### src/rtl/isa_pkg.sv
// rtl/isa_pkg.sv - opcode, function-code and PSR definitions shared by the 16-bit core
package isa_pkg;

  typedef enum logic [3:0] {
    OP_REG     = 4'b0000,
    OP_ANDI    = 4'b0001,
    OP_ORI     = 4'b0010,
    OP_XORI    = 4'b0011,
    OP_SPECIAL = 4'b0100,
    OP_ADDI    = 4'b0101,
    OP_ADDUI   = 4'b0110,
    OP_ADDCI   = 4'b0111,
    OP_SHIFT   = 4'b1000,
    OP_SUBI    = 4'b1001,
    OP_SUBCI   = 4'b1010,
    OP_CMPI    = 4'b1011,
    OP_BCOND   = 4'b1100,
    OP_MOVI    = 4'b1101,
    OP_MULI    = 4'b1110,
    OP_LUI     = 4'b1111
  } oper_e;

  localparam logic [3:0] F_AND  = 4'b0001;
  localparam logic [3:0] F_OR   = 4'b0010;
  localparam logic [3:0] F_XOR  = 4'b0011;
  localparam logic [3:0] F_ADD  = 4'b0101;
  localparam logic [3:0] F_ADDU = 4'b0110;
  localparam logic [3:0] F_ADDC = 4'b0111;
  localparam logic [3:0] F_SUB  = 4'b1001;
  localparam logic [3:0] F_SUBC = 4'b1010;
  localparam logic [3:0] F_CMP  = 4'b1011;
  localparam logic [3:0] F_MOV  = 4'b1101;
  localparam logic [3:0] F_MUL  = 4'b1110;
  localparam logic [3:0] F_TEST = 4'b1111;

  // Shift funcs 0000-0011 are the immediate forms (lshi/ashui).
  localparam logic [3:0] SH_LSH  = 4'b0100;
  localparam logic [3:0] SH_ASHU = 4'b0110;

  localparam logic [3:0] SP_LOAD  = 4'b0000;
  localparam logic [3:0] SP_STOR  = 4'b0100;
  localparam logic [3:0] SP_JAL   = 4'b1000;
  localparam logic [3:0] SP_JCOND = 4'b1100;
  localparam logic [3:0] SP_SCOND = 4'b1101;

  localparam int PSR_C = 4;
  localparam int PSR_L = 3;
  localparam int PSR_F = 2;
  localparam int PSR_Z = 1;
  localparam int PSR_N = 0;

  typedef struct packed {
    logic [3:0]  rdest;
    logic [15:0] pc;
    logic        wr;
    logic        jal;
    logic        load;
    logic        store;
  } ex_t;

  // Load data arrives through the memory path, so loads are excluded here.
  function automatic logic writes_reg(input logic [3:0] oper, input logic [3:0] func);
    logic w;
    w = 1'b1;
    case (oper)
      OP_CMPI, OP_BCOND: w = 1'b0;
      OP_REG:     w = (func != F_CMP) && (func != F_TEST);
      OP_SPECIAL: w = (func != SP_JCOND) && (func != SP_SCOND) &&
                      (func != SP_STOR) && (func != SP_LOAD);
      default:    w = 1'b1;
    endcase
    return w;
  endfunction

endpackage

### src/rtl/regfile16x16.sv
// rtl/regfile16x16.sv - general register file, two async read ports, one sync write port
module regfile16x16 #(
  parameter int NREGS = 16
) (
  input  logic                     clk,
  input  logic                     reset,
  input  logic [$clog2(NREGS)-1:0] ra_addr,
  output logic [15:0]              ra_data,
  input  logic [$clog2(NREGS)-1:0] rb_addr,
  output logic [15:0]              rb_data,
  input  logic                     we,
  input  logic [$clog2(NREGS)-1:0] waddr,
  input  logic [15:0]              wdata
);

  logic [15:0] regs [NREGS];

  always_ff @(posedge clk or posedge reset) begin
    if (reset) begin
      for (int i = 0; i < NREGS; i++) regs[i] <= '0;
    end else if (we) begin
      regs[waddr] <= wdata;
    end
  end

  assign ra_data = regs[ra_addr];
  assign rb_data = regs[rb_addr];

endmodule

### src/rtl/alu_issue.sv
// rtl/alu_issue.sv - decode/issue and writeback stage feeding the combinational alu
// Define ALU_ISSUE_BYPASS_EN to forward writeback data instead of stalling on RAW hazards.
module alu_issue import isa_pkg::*; #(
  parameter int         NREGS     = 16,
  parameter logic [4:0] PSR_RESET = 5'b00000
) (
  input  logic        clk,
  input  logic        reset,
  input  logic [15:0] instr,
  input  logic [15:0] instr_pc,
  input  logic        instr_valid,
  output logic        instr_ready,
  output logic [15:0] alu_dst,
  output logic [15:0] alu_src,
  output logic [3:0]  alu_oper,
  output logic [3:0]  alu_func,
  output logic [3:0]  alu_cond,
  output logic [4:0]  alu_cond_in,
  input  logic [15:0] alu_result,
  input  logic [4:0]  alu_cond_out,
  input  logic        alu_cond_wr,
  output logic        ex_valid,
  output logic        mem_req,
  output logic        mem_we,
  output logic [15:0] mem_addr,
  output logic [15:0] mem_wdata,
  input  logic [15:0] mem_rdata,
  input  logic        mem_done
);

  localparam logic [1:0] ST_IDLE = 2'd0;
  localparam logic [1:0] ST_EXEC = 2'd1;
  localparam logic [1:0] ST_MEM  = 2'd2;

  logic [1:0]  state;
  ex_t         ex;
  logic [4:0]  psr;
  logic [3:0]  oper, rdest, func, rsrc;
  logic [15:0] rf_a, rf_b, dst_reg, src_reg;
  logic [15:0] nxt_dst, nxt_src;
  logic [3:0]  nxt_func, nxt_cond;
  logic        wb_en, stall, is_mem, accept;
  logic [15:0] wb_data;

  assign oper  = instr[15:12];
  assign rdest = instr[11:8];
  assign func  = instr[7:4];
  assign rsrc  = instr[3:0];

  regfile16x16 #(.NREGS(NREGS)) u_rf (
    .clk(clk), .reset(reset),
    .ra_addr(rdest), .ra_data(rf_a),
    .rb_addr(rsrc),  .rb_data(rf_b),
    .we(wb_en), .waddr(ex.rdest), .wdata(wb_data)
  );

  assign wb_en   = (state == ST_EXEC && ex.wr) || (state == ST_MEM && mem_done && ex.load);
  assign wb_data = (state == ST_MEM) ? mem_rdata : (ex.jal ? ex.pc + 16'd1 : alu_result);

`ifdef ALU_ISSUE_BYPASS_EN
  assign dst_reg = (wb_en && ex.rdest == rdest) ? wb_data : rf_a;
  assign src_reg = (wb_en && ex.rdest == rsrc)  ? wb_data : rf_b;
  assign stall   = 1'b0;
`else
  logic uses_src;
  assign uses_src = (oper == OP_REG) || (oper == OP_SPECIAL) ||
                    (oper == OP_SHIFT && func[3:2] != 2'b00);
  assign dst_reg  = rf_a;
  assign src_reg  = rf_b;
  assign stall    = wb_en && ((oper != OP_BCOND && rdest == ex.rdest) ||
                              (uses_src && rsrc == ex.rdest));
`endif

  assign is_mem      = (oper == OP_SPECIAL) && (func == SP_LOAD || func == SP_STOR);
  assign instr_ready = (state != ST_MEM) && !stall;
  assign accept      = instr_valid && instr_ready;

  always_comb begin
    nxt_dst  = (oper == OP_BCOND) ? instr_pc : dst_reg;
    nxt_src  = 16'h0;
    nxt_func = 4'h0;
    nxt_cond = 4'h0;
    case (oper)
      OP_REG: begin
        nxt_src  = src_reg;
        nxt_func = func;
      end
      OP_ANDI, OP_ORI, OP_XORI, OP_ADDUI, OP_LUI:
        nxt_src = {8'h00, instr[7:0]};
      OP_ADDI, OP_ADDCI, OP_SUBI, OP_SUBCI, OP_CMPI, OP_MULI, OP_MOVI:
        nxt_src = {{8{instr[7]}}, instr[7:0]};
      OP_BCOND: begin
        nxt_src  = {{8{instr[7]}}, instr[7:0]};
        nxt_cond = rdest;
      end
      OP_SHIFT: begin
        nxt_func = func;
        nxt_src  = (func[3:2] == 2'b00) ? {12'h000, rsrc} : src_reg;
      end
      OP_SPECIAL: begin
        nxt_src  = src_reg;
        nxt_func = func;
        nxt_cond = rdest;
      end
      default: nxt_src = 16'h0;
    endcase
  end

  always_ff @(posedge clk or posedge reset) begin
    if (reset) begin
      state    <= ST_IDLE;
      ex       <= '0;
      psr      <= PSR_RESET;
      alu_dst  <= '0;
      alu_src  <= '0;
      alu_oper <= '0;
      alu_func <= '0;
      alu_cond <= '0;
    end else begin
      if (state == ST_EXEC && alu_cond_wr) psr <= alu_cond_out;
      case (state)
        ST_MEM: if (mem_done) state <= ST_IDLE;
        default: begin
          if (accept) begin
            state    <= is_mem ? ST_MEM : ST_EXEC;
            ex       <= '{rdest: rdest, pc: instr_pc, wr: writes_reg(oper, func),
                          jal: (oper == OP_SPECIAL && func == SP_JAL),
                          load: (oper == OP_SPECIAL && func == SP_LOAD),
                          store: (oper == OP_SPECIAL && func == SP_STOR)};
            alu_dst  <= nxt_dst;
            alu_src  <= nxt_src;
            alu_oper <= oper;
            alu_func <= nxt_func;
            alu_cond <= nxt_cond;
          end else begin
            state <= ST_IDLE;
          end
        end
      endcase
    end
  end

  assign alu_cond_in = psr;
  assign ex_valid    = (state != ST_IDLE);
  assign mem_req     = (state == ST_MEM);
  assign mem_we      = ex.store;
  assign mem_addr    = alu_src;
  assign mem_wdata   = alu_dst;

endmodule

### config.mk
export PLATFORM = sky130hd
export DESIGN_NAME = alu_issue
export DESIGN_NICKNAME = d
export VERILOG_FILES = /design/src/rtl/isa_pkg.sv /design/src/rtl/regfile16x16.sv /design/src/rtl/alu_issue.sv
export SDC_FILE = /design/constraint.sdc
export NUM_CORES = 1
export LEC_CHECK = 0
export CAP_MARGIN = 20
export CORE_MARGIN = 5
export CORE_UTILIZATION = 60
export DETAILED_ROUTE_END_ITERATION = 8
export DONT_BUFFER_PORTS = 1
export GPL_ROUTABILITY_DRIVEN = 0
export GPL_TIMING_DRIVEN = 0
export PLACE_DENSITY = 0.75
export SLEW_MARGIN = 20
export SYNTH_ARGS = -nofsm -noshare
export SYNTH_HDL_FRONTEND = slang
export SYNTH_HIERARCHICAL = 1
export SYNTH_SLANG_ARGS = --single-unit
### constraint.sdc
create_clock -name clk -period 15 [get_ports clk]
set_clock_uncertainty 0.1 [all_clocks]
set_input_delay 1.5 -clock clk [delete_from_list [all_inputs] [get_ports clk]]
set_output_delay 1.5 -clock clk [all_outputs]
set_load 0.1 [all_outputs]
Word level (Yosys, flattened, before mapping)

Cells that the tools add are included.
W data, S select, Z words.

Register bits: 331
Bits of input ports: 74
Output and inout port bits: 85

Add/sub/neg operators: 1
Magnitude comparators: 4
Equal/unequal tests: 29
Muxes and demuxes: 21
Bitwise gates (word level): 4
Reductions and logical operators: 38

Operator list:

| cell                    | number |
|---|---|
| $bwmux W256             | 1 |
| $mux W16                | 9 |
| $bmux W16 S4            | 2 |
| $demux W16 S4           | 1 |
| $pmux W16 S4            | 1 |
| $eq A4 B4 Y1 const B    | 9 |
| $eq A4 B3 Y1 const B    | 5 |
| $ne A4 B4 Y1 const B    | 5 |
| $logic_and A1 B1 Y1     | 19 |
| $add A16 B1 Y16 const B | 1 |
| $ge A5 B5 Y1 const B    | 3 |
| $not A4 Y5              | 3 |
| $eq A4 B2 Y1 const B    | 2 |
| $eq A4 B4 Y1            | 2 |
| $logic_not A4 Y1        | 2 |
| $mux W2                 | 4 |
| $mux W4                 | 2 |
| $reduce_or A8 Y1        | 1 |
| $reduce_or A2 Y1        | 3 |
| $logic_or A1 B1 Y1      | 5 |
| $lt A5 B1 Y1 const B    | 1 |
| $reduce_or A5 Y1        | 1 |
| $eq A4 B1 Y1 const B    | 1 |
| $ne A4 B3 Y1 const B    | 1 |
| 12 further kinds        | 13 |

Depth between registers and ports, before layout

Gate-level depths: netlist of the first run.

Depth in word-level cells: 11
Mapped depth: 9
Mapped depth without buffers: 7

Cells and area by module

Netlist of the first run, hierarchy kept.

By module, submodules not included:

| module       | instances | cells an instance | area an instance (µm²) |
|---|---|---|---|
| regfile16x16 | 1         | 852               | 13487.9 |
| alu_issue    | 1         | 395               | 4320.4 |

Worst setup path before layout of the first run

Ideal clock, no wire load.

Kind: input to output
Start: input port instr[7]
End: output port instr_ready
Data arrival time: 3.691 ns
Data required time: 13.400 ns
Setup slack: 9.709 ns
Stages on the path: 5
Buffers on the path: 2
Path through: clkbuf_1 > nor3b_1 > nor2_2 > clkbuf_1 > a21oi_1

Longest elaborated chain between the ends: 8

Ends and longest elaborated chain:

| item                | RTL line        | source |
|---|---|---|
| start, declared     | alu_issue.sv:9  | `input logic [15:0] instr,` |
| $reduce_bool A2 Y1  | alu_issue.sv:67 | `(oper == OP_SHIFT && func[3:2] != 2'b00);` |
| $logic_and A1 B1 Y1 | alu_issue.sv:67 |  |
| $logic_or A1 B1 Y1  | alu_issue.sv:66 | `assign uses_src = (oper == OP_REG) \|\| (oper == OP_SPECIAL) \|\|` |
| $logic_and A1 B1 Y1 | alu_issue.sv:71 | `(uses_src && rsrc == ex.rdest));` |
| $logic_or A1 B1 Y1  | alu_issue.sv:70 | `assign stall = wb_en && ((oper != OP_BCOND && rdest == ex.rdest) \|\|` |
| $logic_and A1 B1 Y1 | alu_issue.sv:70 |  |
| $logic_not A1 Y1    | alu_issue.sv:75 | `assign instr_ready = (state != ST_MEM) && !stall;` |
| $logic_and A1 B1 Y1 | alu_issue.sv:75 |  |
| end, declared       | alu_issue.sv:12 | `output logic instr_ready,` |

No other way between the ends.

Final worst setup path of the first run

Start: input port instr[12]
End: output port instr_ready

Longest elaborated chain between the ends: 8

Ends and longest elaborated chain:

| item                                                             | RTL line |
|---|---|
| $eq A4 B3 Y1, or another cell as far along                       | alu_issue.sv:66 |
| $logic_or A1 B1 Y1 / $logic_and A1 B1 Y1 (equally long branches) | alu_issue.sv:66, alu_issue.sv:67 |
| $logic_or A1 B1 Y1                                               | alu_issue.sv:66 |
| $logic_and A1 B1 Y1                                              | alu_issue.sv:71 |
| $logic_or A1 B1 Y1 (*)                                           | alu_issue.sv:70 |
| $logic_and A1 B1 Y1 (*)                                          | alu_issue.sv:70 |
| $logic_not A1 Y1 (*)                                             | alu_issue.sv:75 |
| $logic_and A1 B1 Y1 (*)                                          | alu_issue.sv:75 |

Every way passes the cells marked *; elsewhere a longest branch is shown, timed or not.

==> results of run 1 <==
## through the flow
stage	utilization (%)	std cells	worst slack, ns	total power, mW	hold WS, ns
2_1_floorplan	-	1247	6.36	2.78	0.373
3_3_place_gp	62.1	1637	3.88	2.99	0.389
3_5_place_dp	62.4	1640	9.72	3.06	0.409
4_1_cts	66.6	1706	9.73	3.98	0.421
5_1_grt	66.6	1706	9.55	4.15	0.436
6_report	66.6	1706	9.73	3.98	0.425
## final timing paths
check / slack, ns / end / depth (start not counted) / startpoint
hold reg to reg: 0.43 / ex[1] / 1 / ex[1]
setup reg to reg: 11.62 / u_rf/regs[128] / 8 / state[0]
min in group asynchronous: 0.76 / alu_cond_in[3] / 1 / reset
hold / removal: 0.43 / ex[1] / 1 / ex[1]
setup / recovery: 9.73 / instr_ready / 5 / instr[12]
max in group asynchronous: 13.16 / u_rf/regs[58] / 2 / reset
## worst max-delay path, delay by kind of cell
family                 cells  cell delay [ns]
buffers and inverters      1             0.53
AND/OR/NAND/NOR            3             1.28
AO/OA/AOI/OAI              1             0.34
## cell type report
| cell class | count | area (µm²) | share of cell area [%] |
|---|---|---|---|
| Multi-Input combinational cell | 768 | 8710 | 44.4 |
| Sequential cell | 331 | 8280 | 42.2 |
| Clock buffer | 48 | 1040 | 5.29 |
| Buffer | 130 | 762 | 3.88 |
| Tap cell | 390 | 488 | 2.49 |
| Clock inverter | 18 | 185 | 0.944 |
| Timing Repair Buffer | 3 | 82.6 | 0.421 |
| Inverter | 18 | 77.6 | 0.395 |
## per-layer routing
layer	GRT usage (%)	share of wire, %	vias to the layer above
met5	0	0	-
met4	9.10	3.4	0
met3	5.60	8.0	97
met2	46.4	48	580
met1	38.8	40	5907
li1	-	-	4782
## power groups by stage
stage / sequential [mW] / clock [mW] / combinational [mW]
after floorplan: 1.72 / 0 / 1.06
after global placement: 1.79 / 0 / 1.20
after detailed placement: 1.83 / 0 / 1.23
after CTS: 1.82 / 0.921 / 1.24
after global routing: 1.87 / 0.956 / 1.32
final: 1.83 / 0.906 / 1.25
## kinds of logic after synthesis
kind of cell | Yosys count | share of synthesized area (%)
compound gates | 108 | 4.24
xor+xnor | 22 | 1.08
fa+ha+maj | 1 | 0.0702
buf+inv | 148 | 4.65
flops | 331 | 46.5
mux | 483 | 38.9
simple gates | 154 | 4.52
## state kept, by name (all words and copies together), names as in the netlist
signal	count
alu_func	4
mem_we	1
alu_dst	16
ex	23
state	2
u_rf/regs	256
alu_cond	4
alu_cond_in	5
alu_src	16
alu_oper	4
## cells in the final DEF, fill, tap and decap left out, drive strengths merged, types with 2 or more instances in the layout
| cell | Yosys | routed |
|---|---|---|
| a22oi | 64 | 64 |
| inv | 18 | 22 |
| dfrtp | 331 | 331 |
| o21ai | 18 | 18 |
| nand4 | 3 | 3 |
| nor3b | 8 | 8 |
| a21oi | 15 | 15 |
| bufinv | 0 | 3 |
| clkbuf | 34 | 82 |
| nand3 | 9 | 9 |
| mux2i | 19 | 19 |
| nand3b | 3 | 3 |
| nor3 | 14 | 14 |
| nor2b | 6 | 6 |
| nor2 | 19 | 19 |
| clkinv | 0 | 10 |
| or3 | 2 | 2 |
| and2 | 4 | 4 |
| a22o | 4 | 4 |
| xor2 | 11 | 11 |
| nor4 | 3 | 3 |
| nand2b | 6 | 6 |
| mux2 | 336 | 336 |
| buf | 96 | 99 |
| xnor2 | 11 | 11 |
| and3 | 7 | 7 |
| mux4 | 128 | 128 |
| nand2 | 64 | 64 |
==> results_dict.tcl, run 1 <==
set metrics [dict create \
    status "finished, final reports clean" \
    synth.distinct_cells 50 \
    placed_cell_area_um2 18400 \
    synth_area_leaders "dfrtp_1 (47%), mux2_2 (19%), mux4_2 (16%), a22oi_1 (2.7%), mux2_4 (1.7%)" \
    ir_drop_uv 81.2 \
    critPathLaunchType "input port" \
    rows 63 \
    worstMarginPinSlew_ns 1.24 \
    seq_power_share_pct 45.9 \
    p_int_mw 2.48 \
    path_cells "nor2_1 -> nand2_1 -> nor2_2 -> clkbuf_1 -> a21oi_4" \
    report.final.hold_viol_count 0 \
    cts_hold_buf 0 \
    clk_pin_slew_ns 0.06 \
    drt-total-wl_mm 47.0 \
    cts_sinks 331 \
    pin_count 159 \
    synth_commonest_cells "dfrtp_1 (331), mux2_2 (307), mux4_2 (128)" \
    worstSetupPathType "in2out" \
    dpl.hpwl_mm 35.4 \
    n_fill_cell 2048 \
    die-width_um 182 \
    fin_area_um2 19600 \
    slew_headroom_pct 16.4 \
    start_util_pct 60.4 \
    drtIter0Drc 1019 \
    synth_most_common_cell "dfrtp_1" \
    cts_buffer_depth 3 \
    cts_buffers 36 \
    end_kind "output pin" \
    track_usage_pct 28.4 \
    synthCells 1247 \
    cp.required_ns 13.40 \
    insertion_delay_ns 0.52 \
    ys.flop_type "dfrtp_1" \
    power.share.clock_pct 22.8 \
    grt_pass1_vias 11700 \
    antenna_found_initial 0 \
    syn_nets 1322 \
    synth_top_area_share_pct 46.5 \
    antenna_cells 0 \
    num_vias 11400 \
    period_share_pct 35.1 \
    htree_num_levels 2 \
    ys_warn_count 6 \
    area_growth_pct 10.2 \
    fin_setup_tns_ns 0 \
    drv_slew 0 \
    critPathMaxFanout 10 \
    maxCapViolCount 0 \
    rsz0062_at_grt "no" \
    drc 0 \
    grt_overflow 0 \
    synth_area_um2 17800 \
    yosys.area.top_type "dfrtp_1" \
    grt_start_max_net_pins 102 \
    seq_area_frac_synth_pct 46.5 \
    synth_enable_flop_cells 0 \
    hold_path.class "reg2reg" \
    core_um2 29500 \
    cts_tree "yes" \
    cts_root_buf "clkbuf_16" \
    swShare_pct 37.8 \
    layout_min_cycle_time_ns 5.27 \
    cp.arrival_ns 3.67 \
    comb_power_share_pct 31.3 \
    cts_setup_buffers 0 \
    grt_pass1_wl_mm 72.6 \
    critPathMaxStageDelay_ns 0.53 \
    p_sw_mw 1.50 \
    slowest_stage "clkbuf_1" \
    routedWlPerCell_um 27.6 \
    dieHeight_um 182 \
    drive_gt1_share_pct 47.7 \
    die_area_um2 33200 \
    syn_avg_cell_area_um2 14.3 \
    async_flop_share_pct 100 \
    pwr_density_cell_nw_per_um2 203 \
    drtAntennaViolNets 0 \
    post_cts_resized 0 \
    setup_viol 0 \
    max_freq_mhz 190 \
    vias_per_cell 6.66 \
    nets 1363 \
    ys_seq_elements 331 \
    power.leakage_nw 8.41 \
    port_buffers 0 \
    dr.pass1.iters 5 \
]
(Power assumes the default switching activity.)
==> run 2, diff against run 1 <==
--- a/config.mk
+++ b/config.mk
@@ -7,7 +7,7 @@
 export LEC_CHECK = 0
 export CAP_MARGIN = 20
 export CORE_MARGIN = 5
-export CORE_UTILIZATION = 60
+export CORE_UTILIZATION = 58
 export DETAILED_ROUTE_END_ITERATION = 8
 export DONT_BUFFER_PORTS = 1
 export GPL_ROUTABILITY_DRIVEN = 0
==> constraint.sdc (replaced) <==
create_clock -name clk -period 4.2 [get_ports clk]
set_clock_uncertainty 0.1 [all_clocks]
set_input_delay 0.42 -clock clk [delete_from_list [all_inputs] [get_ports clk]]
set_output_delay 0.42 -clock clk [all_outputs]
set_load 0.1 [all_outputs]
==> results_dict.tcl, run 2 (synthesized netlist as in run 1, its figures left out) <==
set metrics [dict create \
    grt_overflow 0 \
    cts_root_buf "clkbuf_16" \
    drc 0 \
    status "finished, final reports clean" \
    layout_setup_ws_ns 0.708 \
    report.final.hold_viol_count 0 \
    cts_buffer_depth 3 \
    antenna_cells 0 \
    num_vias 11700 \
    maxCapViolCount 0 \
    critPathMaxStageDelay_ns 0.67 \
    grt_start_max_net_pins 45 \
    cts_tree "yes" \
    drtIter0Drc 1051 \
    ir_drop_uv 361 \
    cp.arrival_ns 3.79 \
    area_growth_pct 13.3 \
    critPathLaunchType "flip-flop" \
    drive_gt1_share_pct 46.6 \
    critPathMaxFanout 10 \
    path_cells "nand2b_1 -> inv_1 -> buf_1 -> a31o_2 -> nand3b_1 -> nor2_1 -> buf_2 -> mux2_2" \
    antenna_found_initial 0 \
    final_common_cell "dfrtp_1" \
    reg_top3 "u_rf/regs: 256 flops, ex: 23 flops" \
    instances_no_fill 1752 \
    drv_slew 0 \
    htree_num_levels 2 \
    n_fill_cell 2100 \
    slew_headroom_pct 27.8 \
    worstSetupPathType "reg2reg" \
    dp_slack_ns 0.781 \
    dpl.hpwl_mm 36.2 \
    r2r_setup_slack_ns 0.71 \
    dr.pass1.iters 5 \
    die-width_um 185 \
    rsz0062_at_grt "no" \
    layout_min_cycle_time_ns 3.49 \
    cts_sinks 331 \
    grt_pass1_wl_mm 75.0 \
    pin_count 159 \
    nets 1403 \
    finalHoldWorstSlack_ns 0.0719 \
    total_power_mw 14.6 \
    end_kind "flip-flop" \
    drtAntennaViolNets 0 \
    rows 64 \
    max_freq_mhz 286 \
    final_cell_mix "dfrtp_1 (331), mux2_2 (307), mux4_2 (128)" \
    largest-register "u_rf/regs" \
    cts_buffers 37 \
    grt_pass1_vias 12400 \
    routedWlPerCell_um 27.7 \
    cp_num_buf_inv 3 \
    dieHeight_um 185 \
    core_um2 30400 \
    die_area_um2 34300 \
    track_usage_pct 28.7 \
    fin_util_pct 66.3 \
    cpLargestDelayFamily "simple AND/OR/NAND/NOR gates" \
    drt-total-wl_mm 48.5 \
    dp.cells 1652 \
    pwr_density_cell_nw_per_um2 723 \
    largest_register_ffs 256 \
    slowest_stage "nor2_1" \
    vias_per_cell 6.66 \
    insertion_delay_ns 0.52 \
    clk_pin_slew_ns 0.07 \
    start_util_pct 58.5 \
    cp.required_ns 4.50 \
    power.leakage_nw 8.64 \
    port_buffers 0 \
    setup_viol 0 \
    period_share_pct 83.1 \
    worstMarginPinSlew_ns 1.07 \
    hold_path.class "in2reg" \
]
run 2: worst paths after layout:
| kind | start | to | cells past startpoint |
|---|---|---|---|
| worst max-delay path | state[0] | u_rf/regs[166] | 8 |
| worst max register to register | state[0] | u_rf/regs[166] | 8 |
| worst min-delay path | instr_pc[4] | alu_dst[4] | 2 |
| min in group asynchronous | reset | u_rf/regs[52] | 2 |
| max in group asynchronous | reset | u_rf/regs[237] | 5 |
| worst min register to register | ex[1] | ex[1] | 1 |
run 2: per-stage QoR:
stage,setup TNS [ns],area (µm²)
after floorplan,0,17800
after global placement,-231.63,18300
after detailed placement,0,18500
after CTS,0,20200
after global routing,0,20200
final,0,20200
run 2: routing by layer:
layer / GRT usage [%] / share of wire [%]
met4: 11.0 / 3.9
met3: 4.77 / 8.2
met5: 0 / 0
met2: 47.5 / 49
met1: 38.4 / 39
run 2: where the power goes:
part / internal (mW) / switching, mW / leakage [nW] / total (mW)
clock network: 2.25 / 1.30 / 0.666 / 3.55
registers: 4.53 / 2.01 / 4.11 / 6.54
logic: 2.41 / 2.10 / 3.87 / 4.51
total: 9.19 / 5.41 / 8.64 / 14.6
run 2: timing repair:
item,CTS,global route
buffers inserted,0,0
resized for setup,0,0
hold endpoints to repair,94,0
hold buffers,33,0
run 2: area by class of cell:
cell class	count	area [µm²]	area share (%)
clock inverter	11	213	1.05
clock buffer	56	1140	5.65
multi-input combinational	768	8710	43.1
sequential	331	8280	41.0
tap	396	495	2.45
inverter	18	73.8	0.366
buffer	130	762	3.77
timing repair buffer	42	510	2.53
